`src/rtl/cmp_rr_arbiter_pkg.sv`:
```
// Shared constants for the round-robin comparator arbiter: output slot
// encoding, result flag positions and the id-width helper.
package cmp_arb_pkg;

   // Output slot states (kept as plain vectors for legacy tooling)
   localparam logic [0:0] ST_EMPTY = 1'b0;
   localparam logic [0:0] ST_FULL  = 1'b1;

   // Bit positions of the registered result flags
   localparam int FLAG_EQ = 0;
   localparam int FLAG_GR = 1;
   localparam int FLAG_LE = 2;
   localparam int N_FLAGS = 3;

   // Smallest r with 2**r >= n; used to size requester ids
   function automatic int clog2(input int n);
      int r;
      r = 0;
      while ((1 << r) < n) r++;
      return r;
   endfunction

endpackage

```
`src/rtl/cmp_rr_arbiter_if.sv`:
```
// Request/result bundle between the client blocks (master) and the
// shared comparator arbiter (slave).
interface cmp_rr_arbiter_if #(
   parameter int N_REQ = 4,
   parameter int W     = 4
);
   import cmp_arb_pkg::*;

   localparam int IDW = clog2(N_REQ);

   logic [N_REQ-1:0]   req_valid;
   logic [N_REQ*W-1:0] req_a;
   logic [N_REQ*W-1:0] req_b;
   logic [N_REQ-1:0]   req_ready;

   logic               res_valid;
   logic               res_ready;
   logic [IDW-1:0]     res_id;
   logic               res_eq;
   logic               res_gr;
   logic               res_le;
   logic [7:0]         res_count;

   modport master (
      output req_valid, req_a, req_b, res_ready,
      input  req_ready, res_valid, res_id, res_eq, res_gr, res_le, res_count
   );

   modport slave (
      input  req_valid, req_a, req_b, res_ready,
      output req_ready, res_valid, res_id, res_eq, res_gr, res_le, res_count
   );

endinterface

```
`src/rtl/cmp_rr_arbiter_mag_cmp.sv`:
```
// Unsigned W-bit magnitude comparator; exactly one output is high.
module mag_cmp #(
   parameter int W = 4
) (
   input  logic [W-1:0] a,
   input  logic [W-1:0] b,
   output logic         eq,
   output logic         gr,
   output logic         le
);

   assign eq = (a == b);
   assign gr = (a >  b);
   assign le = (a <  b);

endmodule

```
`src/rtl/cmp_rr_arbiter.sv`:
```
// Round-robin arbiter sharing one magnitude comparator between N_REQ
// requesters. One grant per cycle; the tagged result lands in a one-entry
// output slot the cycle after the handshake and is held under backpressure.
module cmp_rr_arbiter
   import cmp_arb_pkg::*;
#(
   parameter int N_REQ = 4,
   parameter int W     = 4
) (
   input  logic            clk,
   input  logic            rst,
   cmp_rr_arbiter_if.slave bus
);

   localparam int IDW = clog2(N_REQ);

   logic [IDW-1:0]     rr_ptr;
   logic [IDW-1:0]     nxt_ptr;
   logic [N_REQ-1:0]   gnt;
   logic [IDW-1:0]     gnt_id;
   logic               gnt_any;
   logic               can_accept;

   logic [0:0]         state;
   logic               res_valid;
   logic [IDW-1:0]     res_id_q;
   logic [N_FLAGS-1:0] res_flags;
   logic [7:0]         res_count_q;

   logic [W-1:0]       mux_a;
   logic [W-1:0]       mux_b;
   logic               cmp_eq;
   logic               cmp_gr;
   logic               cmp_le;

   // Requester index k places after base, wrapped into 0..N_REQ-1
   function automatic int wrap_idx(input int base, input int k);
      int s;
      s = base + k;
      return (s >= N_REQ) ? s - N_REQ : s;
   endfunction

   assign res_valid  = (state == ST_FULL);
   // A new result may enter when the slot is empty or drains this cycle
   assign can_accept = !res_valid || bus.res_ready;

   // Round-robin search from rr_ptr; first valid requester wins, none in reset
   always_comb begin
      gnt     = '0;
      gnt_id  = '0;
      gnt_any = 1'b0;
      if (can_accept && !rst) begin
         for (int k = 0; k < N_REQ; k++) begin
            if (!gnt_any && bus.req_valid[wrap_idx(int'(rr_ptr), k)]) begin
               gnt[wrap_idx(int'(rr_ptr), k)] = 1'b1;
               gnt_id  = IDW'(wrap_idx(int'(rr_ptr), k));
               gnt_any = 1'b1;
            end
         end
      end
   end

   // Pointer moves just past the winner so it becomes lowest priority
   assign nxt_ptr = (gnt_id == IDW'(N_REQ - 1)) ? '0 : gnt_id + 1'b1;

   // Operand mux feeding the single shared comparator
   assign mux_a = bus.req_a[int'(gnt_id)*W +: W];
   assign mux_b = bus.req_b[int'(gnt_id)*W +: W];

   mag_cmp #(.W(W)) u_cmp (
      .a  (mux_a),
      .b  (mux_b),
      .eq (cmp_eq),
      .gr (cmp_gr),
      .le (cmp_le)
   );

   // Slot FSM, pointer and result register; grant reloads, drain empties
   always_ff @(posedge clk) begin
      if (rst) begin
         state     <= ST_EMPTY;
         rr_ptr    <= '0;
         res_id_q  <= '0;
         res_flags <= '0;
      end else if (gnt_any) begin
         state              <= ST_FULL;
         rr_ptr             <= nxt_ptr;
         res_id_q           <= gnt_id;
         res_flags[FLAG_EQ] <= cmp_eq;
         res_flags[FLAG_GR] <= cmp_gr;
         res_flags[FLAG_LE] <= cmp_le;
      end else if (bus.res_ready) begin
         state <= ST_EMPTY;
      end
   end

   // Count delivered results, wrapping at 256
   always_ff @(posedge clk) begin
      if (rst)
         res_count_q <= '0;
      else if (res_valid && bus.res_ready)
         res_count_q <= res_count_q + 8'd1;
   end

   assign bus.req_ready = gnt;
   assign bus.res_valid = res_valid;
   assign bus.res_id    = res_id_q;
   assign bus.res_eq    = res_flags[FLAG_EQ];
   assign bus.res_gr    = res_flags[FLAG_GR];
   assign bus.res_le    = res_flags[FLAG_LE];
   assign bus.res_count = res_count_q;

endmodule

```
`src/flat_wrapper.sv`:
```
// flat-port wrapper written by rule: the top's interface ports become plain ports
module cmp_rr_arbiter_flat import cmp_arb_pkg::*;
#(
   parameter int N_REQ = 4,
   parameter int W     = 4
)
  (clk, rst, bus_req_valid, bus_req_a, bus_req_b, bus_res_ready, bus_req_ready, bus_res_valid, bus_res_id, bus_res_eq, bus_res_gr, bus_res_le, bus_res_count);
  cmp_rr_arbiter_if #(.N_REQ(N_REQ), .W(W)) bus_i ();
  input  logic clk;
  input  logic rst;
  input wire logic [$bits(bus_i.req_valid)-1:0] bus_req_valid;
  input wire logic [$bits(bus_i.req_a)-1:0] bus_req_a;
  input wire logic [$bits(bus_i.req_b)-1:0] bus_req_b;
  input wire logic [$bits(bus_i.res_ready)-1:0] bus_res_ready;
  output wire logic [$bits(bus_i.req_ready)-1:0] bus_req_ready;
  output wire logic [$bits(bus_i.res_valid)-1:0] bus_res_valid;
  output wire logic [$bits(bus_i.res_id)-1:0] bus_res_id;
  output wire logic [$bits(bus_i.res_eq)-1:0] bus_res_eq;
  output wire logic [$bits(bus_i.res_gr)-1:0] bus_res_gr;
  output wire logic [$bits(bus_i.res_le)-1:0] bus_res_le;
  output wire logic [$bits(bus_i.res_count)-1:0] bus_res_count;
  assign bus_i.req_valid = bus_req_valid;
  assign bus_i.req_a = bus_req_a;
  assign bus_i.req_b = bus_req_b;
  assign bus_i.res_ready = bus_res_ready;
  assign bus_req_ready = bus_i.req_ready;
  assign bus_res_valid = bus_i.res_valid;
  assign bus_res_id = bus_i.res_id;
  assign bus_res_eq = bus_i.res_eq;
  assign bus_res_gr = bus_i.res_gr;
  assign bus_res_le = bus_i.res_le;
  assign bus_res_count = bus_i.res_count;
  cmp_rr_arbiter #(.N_REQ(N_REQ), .W(W)) u_core (.clk(clk), .rst(rst), .bus(bus_i));
endmodule
```
`config.mk`:
```
export PLATFORM = sky130hd
export DESIGN_NAME = cmp_rr_arbiter_flat
export DESIGN_NICKNAME = d
export VERILOG_FILES = /design/src/rtl/cmp_rr_arbiter_pkg.sv /design/src/rtl/cmp_rr_arbiter_if.sv /design/src/rtl/cmp_rr_arbiter_mag_cmp.sv /design/src/rtl/cmp_rr_arbiter.sv /design/src/flat_wrapper.sv
export SDC_FILE = /design/constraint.sdc
export NUM_CORES = 1
export LEC_CHECK = 0
export BUFFER_PORTS_ARGS = -buffer_cell sky130_fd_sc_hd__buf_2
export CAP_MARGIN = 20
export CORE_MARGIN = 5
export CORE_UTILIZATION = 53
export CTS_BUF_LIST = sky130_fd_sc_hd__clkbuf_8 sky130_fd_sc_hd__clkbuf_16
export CTS_CLUSTER_DIAMETER = 60
export DETAILED_ROUTE_END_ITERATION = 6
export PLACE_DENSITY = 0.85
export SYNTH_ARGS = -nofsm -noshare
export SYNTH_HDL_FRONTEND = slang
export SYNTH_HIERARCHICAL = 1
export SYNTH_SLANG_ARGS = --single-unit
```
`constraint.sdc`:
```
create_clock -name clk -period 5.8 [get_ports clk]
set_input_delay 1.16 -clock clk [delete_from_list [all_inputs] [get_ports clk]]
set_output_delay 1.16 -clock clk [all_outputs]
set_load 0.01 [all_outputs]
```
# After elaboration in Yosys (flattened, before gate mapping)
# Cells that the tools add are included.
word_totals:
  output_inout_bits: 18
  word_cells: 99
  inputBits: 39
  regBits: 16
op_classes:
  eq_ne: 2
  bitwise: 3
  order_cmp: 14
  muxes: 48
  n_reduce_logical: 16
  n_shift: 2
  addsub: 9
op_table:
  columns: ["operator", "count"]
  rows:
  - ["$ge A32 B1 Y1 const B", 4]
  - ["$lt A32 B4 Y1 const B", 4]
  - ["$mux W32", 4]
  - ["$ge A32 B4 Y1 const B", 3]
  - ["$sub A32 B4 Y32 const B", 3]
  - ["$mux W4", 8]
  - ["$shiftx A16 B5 Y4", 2]
  - ["$mux W1", 22]
  - ["$mux W2", 6]
  - ["$or A4 B4 Y4", 3]
  - ["$logic_and A1 B1 Y1", 9]
  - ["$add A8 B1 Y8 const B", 1]
  - ["$bmux W1 S2", 4]
  - ["$demux W1 S2", 4]
  - ["$add A2 B2 Y3 const B", 2]
  - ["$logic_not A1 Y1", 5]
  - ["$eq A4 B4 Y1", 1]
  - ["$gt A4 B4 Y1", 1]
  - ["$lt A4 B4 Y1", 1]
  - ["$sub A2 B3 Y4 const B", 1]
  - ["$add A2 B1 Y3 const B", 1]
  - ["$ge A2 B3 Y1 const B", 1]
  - ["$add A2 B1 Y2 const B", 1]
  - ["$eq A2 B2 Y1 const B", 1]
  - ["2 further kinds", 2]

# Depth between registers and ports, before layout
# Gate-level depths: netlist of run 1.
depth:
  depth_word: 21
  depth_mapped: 19
  ltp_nobuf: 15

# By module
# Netlist of run 1, hierarchy kept.
by_module_without_submodules:
  columns: ["mod", "instances", "area_each_um2", "cells_per_inst", "seq_area_each_um2"]
  rows:
  - ["cmp_rr_arbiter", 1, 1387.6, 169, 320.3]
  - ["mag_cmp", 1, 128.9, 16, 0.0]

# Worst setup path before layout of run 1
# Ideal clock, no wire load.
synth_timing:
  kind: "input-to-output"
  from: "input port bus_req_valid[1]"
  to: "output port bus_req_ready[0]"
  stages: 7
  setup_slack_ns: 2.076
  required_ns: 4.640
  n_path_buf: 1
  t_arrival_ns: 2.564
  path_cell_list: "clkbuf_1 > mux2i_1 > mux2i_1 > a211oi_1 > a221o_1 > o21ai_0 > a21oi_1"
synth_via:
  elab_chain_cells: 17
  elab_cells_between_ends: 35
  cone_classes: "mux (26); bitwise (3); reduce/logical (6)"
synth_rtl:
  columns: ["element", "line_no", "rtl"]
  rows:
  - ["start: declaration", "flat_wrapper.sv:11", "input wire logic [$bits(bus_i.req_valid)-1:0] bus_req_valid;"]
  - ["$bmux W1 S2", "cmp_rr_arbiter.sv:54", "if (!gnt_any && bus.req_valid[wrap_idx(int'(rr_ptr), k)]) begin"]
  - ["$mux W1 (implied by the code) (2 in series)", "cmp_rr_arbiter.sv:54", null]
  - ["$mux W1", "cmp_rr_arbiter.sv:54", null]
  - ["$mux W1", "cmp_rr_arbiter.sv:52", "if (can_accept && !rst) begin"]
  - ["$logic_not A1 Y1", "cmp_rr_arbiter.sv:54", null]
  - ["$logic_and A1 B1 Y1", "cmp_rr_arbiter.sv:54", null]
  - ["$mux W1", "cmp_rr_arbiter.sv:54", null]
  - ["$mux W1", "cmp_rr_arbiter.sv:52", null]
  - ["$logic_not A1 Y1", "cmp_rr_arbiter.sv:54", null]
  - ["$logic_and A1 B1 Y1", "cmp_rr_arbiter.sv:54", null]
  - ["$mux W1", "cmp_rr_arbiter.sv:54", null]
  - ["$mux W1", "cmp_rr_arbiter.sv:52", null]
  - ["$logic_not A1 Y1", "cmp_rr_arbiter.sv:54", null]
  - ["$logic_and A1 B1 Y1", "cmp_rr_arbiter.sv:54", null]
  - ["$mux W4 (*)", "cmp_rr_arbiter.sv:54", null]
  - ["$mux W4 (*)", "cmp_rr_arbiter.sv:52", null]
  - ["end: declaration", "flat_wrapper.sv:15", "output wire logic [$bits(bus_i.req_ready)-1:0] bus_req_ready;"]
# Every way passes the cells marked *; elsewhere a longest branch is shown, timed or not. The select of a mux whose other input is x is not followed.

# Final worst setup path of run 1
layout_timing:
  from: "register u_core.rr_ptr[0]"
  to: "output port bus_req_ready[3]"
layout_via:
  elab_chain_cells: 19
  elab_cells_between_ends: 70
  cone_classes: "add/sub (7); order compare (12); mux (38); bitwise (3); reduce/logical (10)"
layout_rtl:
  columns: ["element", "line_no", "rtl"]
  rows:
  - ["start: declaration", "cmp_rr_arbiter.sv:17", "logic [IDW-1:0] rr_ptr;"]
  - ["start signal: assignment", "cmp_rr_arbiter.sv:87", "rr_ptr <= nxt_ptr;"]
  - ["parallel branches: the longest is 17 deep, another holds $sub A32 B4 Y32", null, null]
  - ["$mux W4 (*)", "cmp_rr_arbiter.sv:54", null]
  - ["$mux W4 (*)", "cmp_rr_arbiter.sv:52", null]
# Every way passes the cells marked *. The select of a mux whose other input is x is not followed.

==> results of run 1 <==
[through the flow]
stage	hold WS, ps	util [%]	setup WS, ps	std cells
finish	463	65.4	1400	262
global route	491	65.4	1150	262
floorplan	481	-	2080	185
detailed placement	450	63.4	1710	258
CTS	459	65.4	1450	262
global placement	452	63.4	1810	258
[cells by family (layout without fill, tap and decap cells)]
kind of cell	Yosys count	after routing	share of synthesized area [%]
mux	32	32	21.4
fa+ha+maj	9	9	7.43
xor+xnor	5	5	2.89
compound gates	41	41	18.9
buf+inv	20	66	7.18
flops	16	16	21.1
simple gates	62	62	21.1
[final cells by class]
cell class | instances | share of cell area, %
Timing Repair Buffer | 56 | 15.5
Clock buffer | 4 | 3.05
Inverter | 6 | 1.25
Sequential cell | 16 | 17.8
Multi-Input combinational cell | 149 | 60.3
Tap cell | 31 | 2.15
[state kept, by name, summed over array words and instances (netlist names)]
signal                cells
u_core/bus.res_count      8
u_core/res_flags          3
u_core/bus.res_id         2
u_core/rr_ptr             2
u_core/bus.res_valid      1
[power groups by stage]
stage	Sequential [mW]	Combinational [mW]	Clock, mW
after global routing	0.144	0.298	0.107
after detailed placement	0.143	0.269	0
after floorplan	0.137	0.231	0
after global placement	0.143	0.262	0
after CTS	0.141	0.270	0.0984
final	0.142	0.268	0.0960
[cells in the mapped netlist, types with 2 or more instances]
| cell type | instances | area [um2] |
|---|---|---|
| clkbuf_1 | 9 | 33.8 |
| nor3_1 | 2 | 10.0 |
| buf_6 | 2 | 22.5 |
| mux2_2 | 3 | 33.8 |
| xor2_1 | 4 | 35.0 |
| nand3b_1 | 5 | 37.5 |
| nand3_1 | 2 | 10.0 |
| nand2_1 | 19 | 71.3 |
| or3_1 | 2 | 12.5 |
| dfxtp_1 | 16 | 320 |
| ha_1 | 9 | 113 |
| a21oi_1 | 12 | 60.1 |
| o21ai_0 | 9 | 45.0 |
| mux2i_1 | 29 | 290 |
| nand4_1 | 4 | 25.0 |
| or2_2 | 2 | 12.5 |
| buf_2 | 2 | 10.0 |
| a221o_1 | 4 | 40.0 |
| and2_1 | 2 | 12.5 |
| nand2b_1 | 3 | 18.8 |
| nor2_1 | 15 | 56.3 |
| inv_1 | 6 | 22.5 |
[metal layers]
| layer | GRT usage (%) | wire [um] | vias up | part of all wire (%) |
|---|---|---|---|---|
| met5 | 0 | 0 | - | 0 |
| met2 | 29.7 | 1720 | 44 | 51 |
| li1 | - | - | 761 | - |
| met3 | 4.09 | 201 | 0 | 6.0 |
| met4 | 3.12 | 0 | 0 | 0 |
| met1 | 20.2 | 1460 | 662 | 43 |
[worst register-to-register path, stage by stage (launching register included)]
cell	delay, ps
dfxtp_1	610
inv_1	240
ha_1	540
or3b_1	170
a2111o_1	130
nand3_2	140
o21ai_2	860
mux2i_1	200
mux2i_1	180
inv_1	60
ha_1	290
nor2b_4	160
o21bai_4	60
and2_1	130
nand2_1	50
nand2_1	40
[worst max path at each step]
| stage | startpoint | end | slack [ps] | depth (start not counted) |
|---|---|---|---|---|
| floorplan | bus_req_valid[1] | bus_req_ready[0] | 2080 | 7 |
| global placement | bus_req_valid[2] | u_core/res_flags[2]$_SDFFE_PP0P_ | 1810 | 14 |
| detailed placement | bus_req_valid[2] | u_core/res_flags[2]$_SDFFE_PP0P_ | 1710 | 14 |
| CTS | u_core/rr_ptr[0]$_SDFFE_PP0P_ | bus_req_ready[3] | 1450 | 9 |
| global route | u_core/rr_ptr[0]$_SDFFE_PP0P_ | bus_req_ready[2] | 1150 | 9 |
| finish | u_core/rr_ptr[0]$_SDFFE_PP0P_ | bus_req_ready[3] | 1400 | 9 |
==> metrics.txt, run 1 <==
outcome=finished clean; via count=around 1500; critical path cell sequence=inv_1 -> ha_1 -> mux2i_1 -> mux2i_1 -> a211oi_1 -> a221o_1 -> o21ai_0 -> a21oi_1 -> buf_2; first-pass GRT wire length=5660 um; Post-synth EDFFs=0; DRT iter0 DRCs=27; Seq/Total Area, Yosys=about a fifth; worst flop-to-flop path endpoint=u_core/res_flags[2]$_SDFFE_PP0P_; Psw=0.195 mW; initial antenna violation count=0; Reg2Reg Setup Slack=1830 ps; Routed WL per cell=12.9 um; WP buf/inv=2; Filler Cells Inserted=about 260; crit start category=flop; Post-Synthesis Cells=roughly 190; clk buf depth=2; TritonCTS clock tree=yes; # DRC=0; Min-Delay Path Depth=2; final setup TNS=0 ps; CP Capture Type=primary output; Worst Hold Launch=u_core/bus.res_id[1]$_SDFFE_PP0P_; MaxCap Viol Count=0; Net count, final=280; Clk Latency, worst-skew pair=about 250 ps; most frequent cells in the layout=buf_2 (56), mux2i_1 (29), nand2_1 (19); routability cong.=between 0.8 and 0.9; Net Count, Synth=between 200 and 250; critical path arrival=about 3200 ps; Chip Width=around 63 um; Worst Path Required=about 4600 ps; DIE AREA=between 0.004 and 0.005 mm2; sw frac=38.5%; Ys Warns=6; Total GRT Usage=16.7%; Clock power frac=between 10% and 20%; Tightest Hold Check Type=reg2reg; CP max stage cell=dfxtp_1; Overflow after GRT=0; Finish-stage setup viols=0; share of layout cells above drive strength 1=just over 30%; # port buffers=56; Synth Flop Type=dfxtp_1; Max Clk Rate=roughly 0.23 GHz; htree depth=1; most used cell, CP=mux2i_1; Final Cycle Share=about three quarters; Die Ht=around 63 um; synthesized area per cell=a little over 8 um2; area growth from synthesis to layout=19.0%; Final HPWL DP=around 2700 um; post-route cell area=0.00180 mm2; Final min period=between 4000 and 5000 ps; DRT Wirelength=around 3400 um; crit-path max cell delay=about 600 ps; PD cells=between 200 and 300 mW/mm2; max_slew headroom=around 30%; total power=approximately 0.51 mW; WHS Endpoint=u_core/bus.res_id[1]$_SDFFE_PP0P_; Unique masters post-synth=between 40 and 50; actual slew at the worst max-slew pin=roughly 1100 ps; RSZ-0062 raised after global routing=false; Yosys reg bits=16; R2R depth=15; footprint of the multi-input gates=roughly 0.0011 mm2; core area=0.00276 mm2; clock net sink count=16; Avg Vias per Cell=roughly 5.6; critical path's top delay family=compound AO/OA/AOI/OAI gates; Final Max Slew Viols=0; CTS buffer count=3; Lkg Pwr=0.963 nW; Initial Util=a little over half; register area=320 um2; crit path kind=reg2out; worst r2r src=u_core/rr_ptr[0]$_SDFFE_PP0P_; Pint=a little over 0.3 mW; Boundary Pins=57; most common cell after layout, fill and taps aside=buf_2; Post-synth ARST share=0%; Comb power frac=roughly 53%; Placed Instance Area=approximately 0.0017 mm2; CTS clk-pin slew, worst paths=60 ps; n_diodes=0; drt first pass iters=4; total setup buffers inserted after CTS=0; CTS Hold Bufs=0; Worst VDD drop=0.210 mV; vias in the first global route=about 1300; Post-CTS Resized=0; Reg power frac=about 28%; Synth Cell Area=0.00152 mm2; floorplan row count=19; Antenna Nets Post-Route=0; Hold Vio Cnt, Final=0; skew final=between 2 and 2.5 ps; CTS root buf=clkbuf_8; CP Max Fanout=13; largest net degree at the start of global routing=20
Power figures use the tool's default switching activity.
==> inputs of run 2 (changes only) <==
CORE_UTILIZATION = 45   (was 53)
PLACE_DENSITY = 0.77   (was 0.85)
clock period = 3.8 ns   (was 5.8 ns; I/O delays follow)
==> run 2 against run 1 <==
Compared with the run above:
- setup slack worse by 1100 ps
- largest power group unchanged
- non-clock buffer count up 3
- highest routed layer is now met4
- clock-buffer cell count is 1 lower
- global-route usage shrank 1.5 points
- wire length up 0.44%
==> metrics.txt, run 2 (synthesized netlist as in run 1, its figures left out) <==
most common cell after layout, fill and taps aside=buf_2 (unchanged); total setup buffers inserted after CTS=0 (unchanged); CP Max Fanout=10 (was 13); skew final=2.00 ps (was 2.44 ps); drt first pass iters=4 (unchanged); Die Ht=68.1 um (was 63.5 um); initial antenna violation count=0 (unchanged); non-filler cells, final=279 (was 262); max_slew headroom=63.6% (was 29.6%); Max Clk Rate=about 0.29 GHz; most frequent cells in the layout=buf_2 (56), mux2i_1 (29), nand2_1 (19) (unchanged); # port buffers=56 (unchanged); Pint=0.463 mW (was 0.311 mW); via count=1478 (was 1467); Psw=0.295 mW (was 0.195 mW); TritonCTS clock tree=yes (unchanged); Final Cycle Share=between 90% and 100%; Avg Vias per Cell=5.30 (was 5.60); Final Max Slew Viols=0 (unchanged); clock net sink count=16 (unchanged); RSZ-0062 raised after global routing=false (unchanged); crit path kind=reg2out (unchanged); Boundary Pins=57 (unchanged); CTS root buf=clkbuf_8 (unchanged); first-pass GRT wire length=5600 um (was 5660 um); Clock power frac=15.7% (was 19.0%); total power=0.758 mW (was 0.506 mW); CTS buffer count=3 (unchanged); Antenna Nets Post-Route=0 (unchanged); DRT Wirelength=3390 um (was 3380 um); Routed WL per cell=12.2 um (was 12.9 um); crit start category=flop (unchanged); Filler Cells Inserted=333 (was 258); PD cells=413 mW/mm2 (was 281 mW/mm2); number of flip-flops in the largest register=8 (unchanged); Total GRT Usage=15.2% (was 16.7%); Hold Vio Cnt, Final=0 (unchanged); Lkg Pwr=0.972 nW (was 0.963 nW); Finish-stage setup viols=0 (unchanged); CTS clk-pin slew, worst paths=60 ps (about the same); Worst VDD drop=0.273 mV (was 0.210 mV); CTS Hold Bufs=0 (unchanged); DIE AREA=0.00463 mm2 (was 0.00403 mm2); Initial Util=45.8% (was 55.0%); sw frac=38.9% (was 38.5%); final setup TNS=0 ps (unchanged); clk buf depth=2 (unchanged); htree depth=1 (unchanged); Comb power frac=58.2% (was 52.9%); core area=0.00331 mm2 (was 0.00276 mm2); DRT iter0 DRCs=65 (was 27); vias in the first global route=1361 (was 1339); CP Capture Type=primary output (unchanged); MaxCap Viol Count=0 (unchanged); outcome=finished clean (unchanged); Post-CTS Resized=0 (unchanged); Reg power frac=26.2% (was 28.1%); Chip Width=68.1 um (was 63.5 um); critical path arrival=2740 ps (was 3240 ps); n_diodes=0 (unchanged); Clk Latency, worst-skew pair=240 ps (was 250 ps); largest net degree at the start of global routing=20 (unchanged); # DRC=0 (unchanged); Post-Place Cells=275 (was 258); Worst Path Required=3040 ps (was 4640 ps); area growth from synthesis to layout=21.0% (was 19.0%); floorplan row count=21 (was 19); share of layout cells above drive strength 1=31.3% (was 30.7%); actual slew at the worst max-slew pin=544 ps (was 1060 ps); Final min period=about 3500 ps; Net count, final=283 (was 280); Final HPWL DP=2640 um (was 2710 um); Tightest Hold Check Type=reg2reg (unchanged); Overflow after GRT=0 (unchanged); routability cong.=0.756 (was 0.828)
[run 2: cell types whose count changed in the layout (fill, tap and decap cells not counted)]
cell / before / now
buf_4: 0 / 2
buf_6: 0 / 1
clkbuf_8: 4 / 3
[run 2: power groups by stage]
stage | Clock, mW | Sequential (mW) | Combinational, mW
after floorplan | 0 | 0.209 | 0.352
after global placement | 0 | 0.202 | 0.429
after detailed placement | 0 | 0.201 | 0.434
after CTS | 0.123 | 0.199 | 0.437
after global routing | 0.131 | 0.201 | 0.493
final | 0.119 | 0.198 | 0.441
[run 2: layout make-up]
cell class                      count  area [um2]  area share (%)
Multi-Input combinational cell    149        1090            59.2
Sequential cell                    16         320            17.5
Timing Repair Buffer               59         307            16.7
Tap cell                           46        57.6            3.14
Clock buffer                        3        41.3            2.25
Inverter                            6        22.5            1.23
[run 2: critical path, stage by stage, from the launching register on]
cell and delay, ps:
dfxtp_1 320, inv_1 110, ha_1 500, mux2i_1 310, mux2i_1 200, a211oi_1 460
a221o_1 230, o21ai_0 80, a21oi_1 140, buf_2 140
[run 2: metrics by stage]
| step | worst slack, ps | util (%) | hold slack [ps] | instance area, um2 |
|---|---|---|---|---|
| 2_1_floorplan | 358 | - | 481 | 1520 |
| 3_3_place_gp | 209 | 53.9 | 445 | 1780 |
| 3_5_place_dp | 123 | 53.9 | 447 | 1780 |
| 4_1_cts | 227 | 55.1 | 455 | 1820 |
| 5_1_grt | 41.4 | 55.4 | 500 | 1840 |
| 6_report | 304 | 55.4 | 456 | 1840 |
[run 2: routing by layer]
metal / share of wire (%) / vias up / GRT usage, %
li1: - / 762 / -
met1: 43 / 659 / 18.5
met2: 48 / 53 / 27.0
met3: 7.2 / 4 / 3.78
met4: 1.2 / 0 / 2.98
met5: 0 / - / 0
[run 2: worst paths after layout]
check | startpoint | endpoint | slack [ps] | cells past startpoint
setup / recovery | u_core/rr_ptr[0]$_SDFFE_PP0P_ | bus_req_ready[2] | 300 | 9
hold / removal | u_core/bus.res_id[0]$_SDFFE_PP0P_ | u_core/bus.res_id[0]$_SDFFE_PP0P_ | 460 | 2
setup reg to reg | u_core/rr_ptr[0]$_SDFFE_PP0P_ | u_core/res_flags[2]$_SDFFE_PP0P_ | 430 | 15
hold reg to reg | u_core/bus.res_id[0]$_SDFFE_PP0P_ | u_core/bus.res_id[0]$_SDFFE_PP0P_ | 460 | 2
==> inputs of run 3 (changes only) <==
PLACE_DENSITY = unset   (was 0.77)
PLACE_DENSITY_LB_ADDON = 0.08   (was unset)
SYNTH_HIERARCHICAL = unset   (was 1)
==> run 3 against run 2 <==
Compared with the run above:
- global-route usage increased by 1.7 points
- critical path depth increased by 7
- utilization increased by 0.79 points
- clock-buffer cell count increased by 1
- die area decreased by 0.50%
- sequential power decreased by 4%
- non-clock buffer count increased by 3
- setup slack improved by 100 ps
- flip-flop and latch count unchanged
==> metrics.txt, run 3 <==
core area=0.00328 mm2 (was 0.00331 mm2); routability cong.=0.760 (was 0.756); vias in the first global route=1472 (was 1361); Final Max Slew Viols=0 (unchanged); CTS Hold Bufs=0 (unchanged); Routed WL per cell=13.7 um (was 12.2 um); actual slew at the worst max-slew pin=556 ps (was 544 ps); Psw=0.202 mW (was 0.295 mW); Place WS=311 ps (was 123 ps); Max Clk Rate=0.295 GHz (was 0.286 GHz); clk buf depth=2 (unchanged); Finished Core Util=56.2% (was 55.4%); Clk Latency, worst-skew pair=240 ps (about the same); top cells by count, synth=mux2i_1 (29), dfxtp_1 (16), nor2_1 (16), a21oi_1 (11), nand2_1 (11) (was mux2i_1 (29), nand2_1 (19), dfxtp_1 (16), nor2_1 (15), a21oi_1 (12)); Final HPWL DP=2970 um (was 2640 um); Final Worst Setup Slack=409 ps (was 304 ps); total setup buffers inserted after CTS=0 (unchanged); Overflow after GRT=0 (unchanged); Unique masters post-synth=47 (was 46); drt first pass iters=4 (unchanged); RSZ-0062 raised after global routing=false (unchanged); via count=1466 (was 1478); final setup TNS=0 ps (unchanged); MaxCap Viol Count=0 (unchanged); Reg power frac=31.3% (was 26.2%); CTS buffer count=3 (unchanged); CP Capture Type=flop (was primary output); htree depth=1 (unchanged); crit start category=flop (unchanged); Post-synth ARST share=0% (unchanged); DIE AREA=0.00461 mm2 (was 0.00463 mm2); Final min period=3390 ps (was 3500 ps); Finish-stage setup viols=0 (unchanged); Critical Path Start=u_core.rr_ptr[0]$_SDFFE_PP0P_ (was u_core/rr_ptr[0]$_SDFFE_PP0P_); Total GRT Usage=16.9% (was 15.2%); Final Cycle Share=89.2% (was 92.0%); Yosys reg bits=16 (unchanged); total power=0.606 mW (was 0.758 mW); Worst Path Required=3970 ps (was 3040 ps); Synth Flop Type=dfxtp_1 (unchanged); Net Count, Synth=218 (was 233); clock net sink count=16 (unchanged); Avg Vias per Cell=5.47 (was 5.30); Net count, final=271 (was 283); PD cells=328 mW/mm2 (was 413 mW/mm2); Clock power frac=24.0% (was 15.7%); area growth from synthesis to layout=22.5% (was 21.0%); Chip Width=67.9 um (was 68.1 um); Tightest Hold Check Type=reg2reg (unchanged); Filler Cells Inserted=320 (was 333); Post-Synthesis Cells=170 (was 185); Die Ht=67.9 um (was 68.1 um); max_slew headroom=62.9% (was 63.6%); worst r2r src=u_core.rr_ptr[0]$_SDFFE_PP0P_ (was u_core/rr_ptr[0]$_SDFFE_PP0P_); initial antenna violation count=0 (unchanged); floorplan row count=21 (unchanged); first-pass GRT wire length=6180 um (was 5600 um); DRT iter0 DRCs=157 (was 65); # DRC=0 (unchanged); CP Max Fanout=11 (was 10); Post-CTS Resized=0 (unchanged); Worst VDD drop=0.304 mV (was 0.273 mV); skew final=3.38 ps (was 2.00 ps); Ys Warns=0 (was 6); Boundary Pins=57 (unchanged); most frequent cells in the layout=buf_2 (56), mux2i_1 (29), nor2_1 (16), dfxtp_1 (16) (was buf_2 (56), mux2i_1 (29), nand2_1 (19)); sw frac=33.3% (was 38.9%); outcome=finished clean (unchanged); Seq/Total Area, Yosys=21.2% (was 21.1%); Synth top area share=21.2% (was 21.1%); critical path arrival=3560 ps (was 2740 ps); Comb power frac=44.7% (was 58.2%); Antenna Nets Post-Route=0 (unchanged); Pint=0.405 mW (was 0.463 mW); Post-synth EDFFs=0 (unchanged); # port buffers=56 (unchanged); leading post-synthesis cells by cell area=dfxtp_1 (21%), mux2i_1 (19%), ha_1 (7.5%) (was dfxtp_1 (21%), mux2i_1 (19%), ha_1 (7.4%)); share of layout cells above drive strength 1=36.0% (was 31.3%); Synth Cell Area=0.00151 mm2 (was 0.00152 mm2); DRT Wirelength=3670 um (was 3390 um); Hold Vio Cnt, Final=0 (unchanged); n_diodes=0 (unchanged); Initial Util=45.9% (was 45.8%); synthesized area per cell=8.87 um2 (was 8.20 um2); number of flip-flops in the largest register=8 (unchanged); CTS root buf=clkbuf_8 (unchanged); area leader, netlist=dfxtp_1 (unchanged); CTS clk-pin slew, worst paths=60 ps (about the same); Worst Hold Launch=u_core.bus.res_id[0]$_SDFFE_PP0P_ (was u_core/bus.res_id[0]$_SDFFE_PP0P_); most common cell after layout, fill and taps aside=buf_2 (unchanged); TritonCTS clock tree=yes (unchanged); Lkg Pwr=0.850 nW (was 0.972 nW); crit path kind=reg2reg (was reg2out); most frequent cell after synthesis=mux2i_1 (unchanged); largest net degree at the start of global routing=17 (was 20)
## run 3: changes by cell type in the layout (fill, tap and decap cells not counted), moves of 3 or more
cell	delta
a221o_1	-4
inv_1	-4
nand2_1	-8
nand3b_1	-3
buf_4	+4
a22o_1	+3
a21o_1	+3
o21ai_0	-4
## run 3: cell type report
type                            count  area [um2]  area share, %
Multi-Input combinational cell    137        1080           58.3
Clock buffer                        4        55.1           2.98
Timing Repair Buffer               62         325           17.6
Tap cell                           46        57.6           3.12
Sequential cell                    16         320           17.3
Inverter                            3        11.3          0.610
## run 3: final timing paths
| kind | cells after the start | slack [ps] | to |
|---|---|---|---|
| min | 1 | 450 | u_core.bus.res_id[0]$_SDFFE_PP0P_ |
| max | 16 | 410 | u_core.res_flags[1]$_SDFFE_PP0P_ |
| max reg2reg | 16 | 410 | u_core.res_flags[1]$_SDFFE_PP0P_ |
| min reg2reg | 1 | 450 | u_core.bus.res_id[0]$_SDFFE_PP0P_ |
## run 3: kinds of logic after synthesis
kind of cell               share of synthesized area (%)
xor gates and xnor gates                            2.90
adders and majority gates                           7.47
DFF                                                 21.2
muxes                                               26.6
buffers and inverters                               7.47
AOI/OAI and AO/OA                                   17.8
and+or+nand+nor                                     16.5
## run 3: routing by layer
metal | up-vias | routed length, um | GRT usage [%]
met2 | 44 | 1960 | 32.8
met1 | 683 | 1490 | 19.4
met4 | 0 | 39 | 3.97
li1 | 731 | - | -
met3 | 8 | 176 | 1.97
met5 | - | 0 | 0
## run 3: metrics by stage
step / cell area, um2 / std cells / hold slack, ps
floorplan: 1510 / 170 / 476
global placement: 1790 / 264 / 434
detailed placement: 1790 / 264 / 438
CTS: 1840 / 268 / 454
global route: 1850 / 268 / 472
finish: 1850 / 268 / 450
## run 3: critical path, stage by stage (launching register included)
cell and delay (ps):
dfxtp_1 340, inv_2 80, ha_2 460, mux2i_1 360, mux2i_2 190, nor2_1 160
a21o_1 300, buf_4 270, mux2i_1 100, mux2_2 260, ha_1 190, nor2b_1 100
o21a_1 110, o21ai_0 60, nand2b_1 90, nand3_1 80, a21oi_1 160
## run 3: power by group through the flow
stage                     Sequential (mW)  Clock (mW)  Combinational, mW
after floorplan                     0.199           0              0.200
after global placement              0.193           0              0.262
after detailed placement            0.193           0              0.270
after CTS                           0.190       0.148              0.271
after global routing                0.192       0.157              0.300
final                               0.190       0.146              0.271
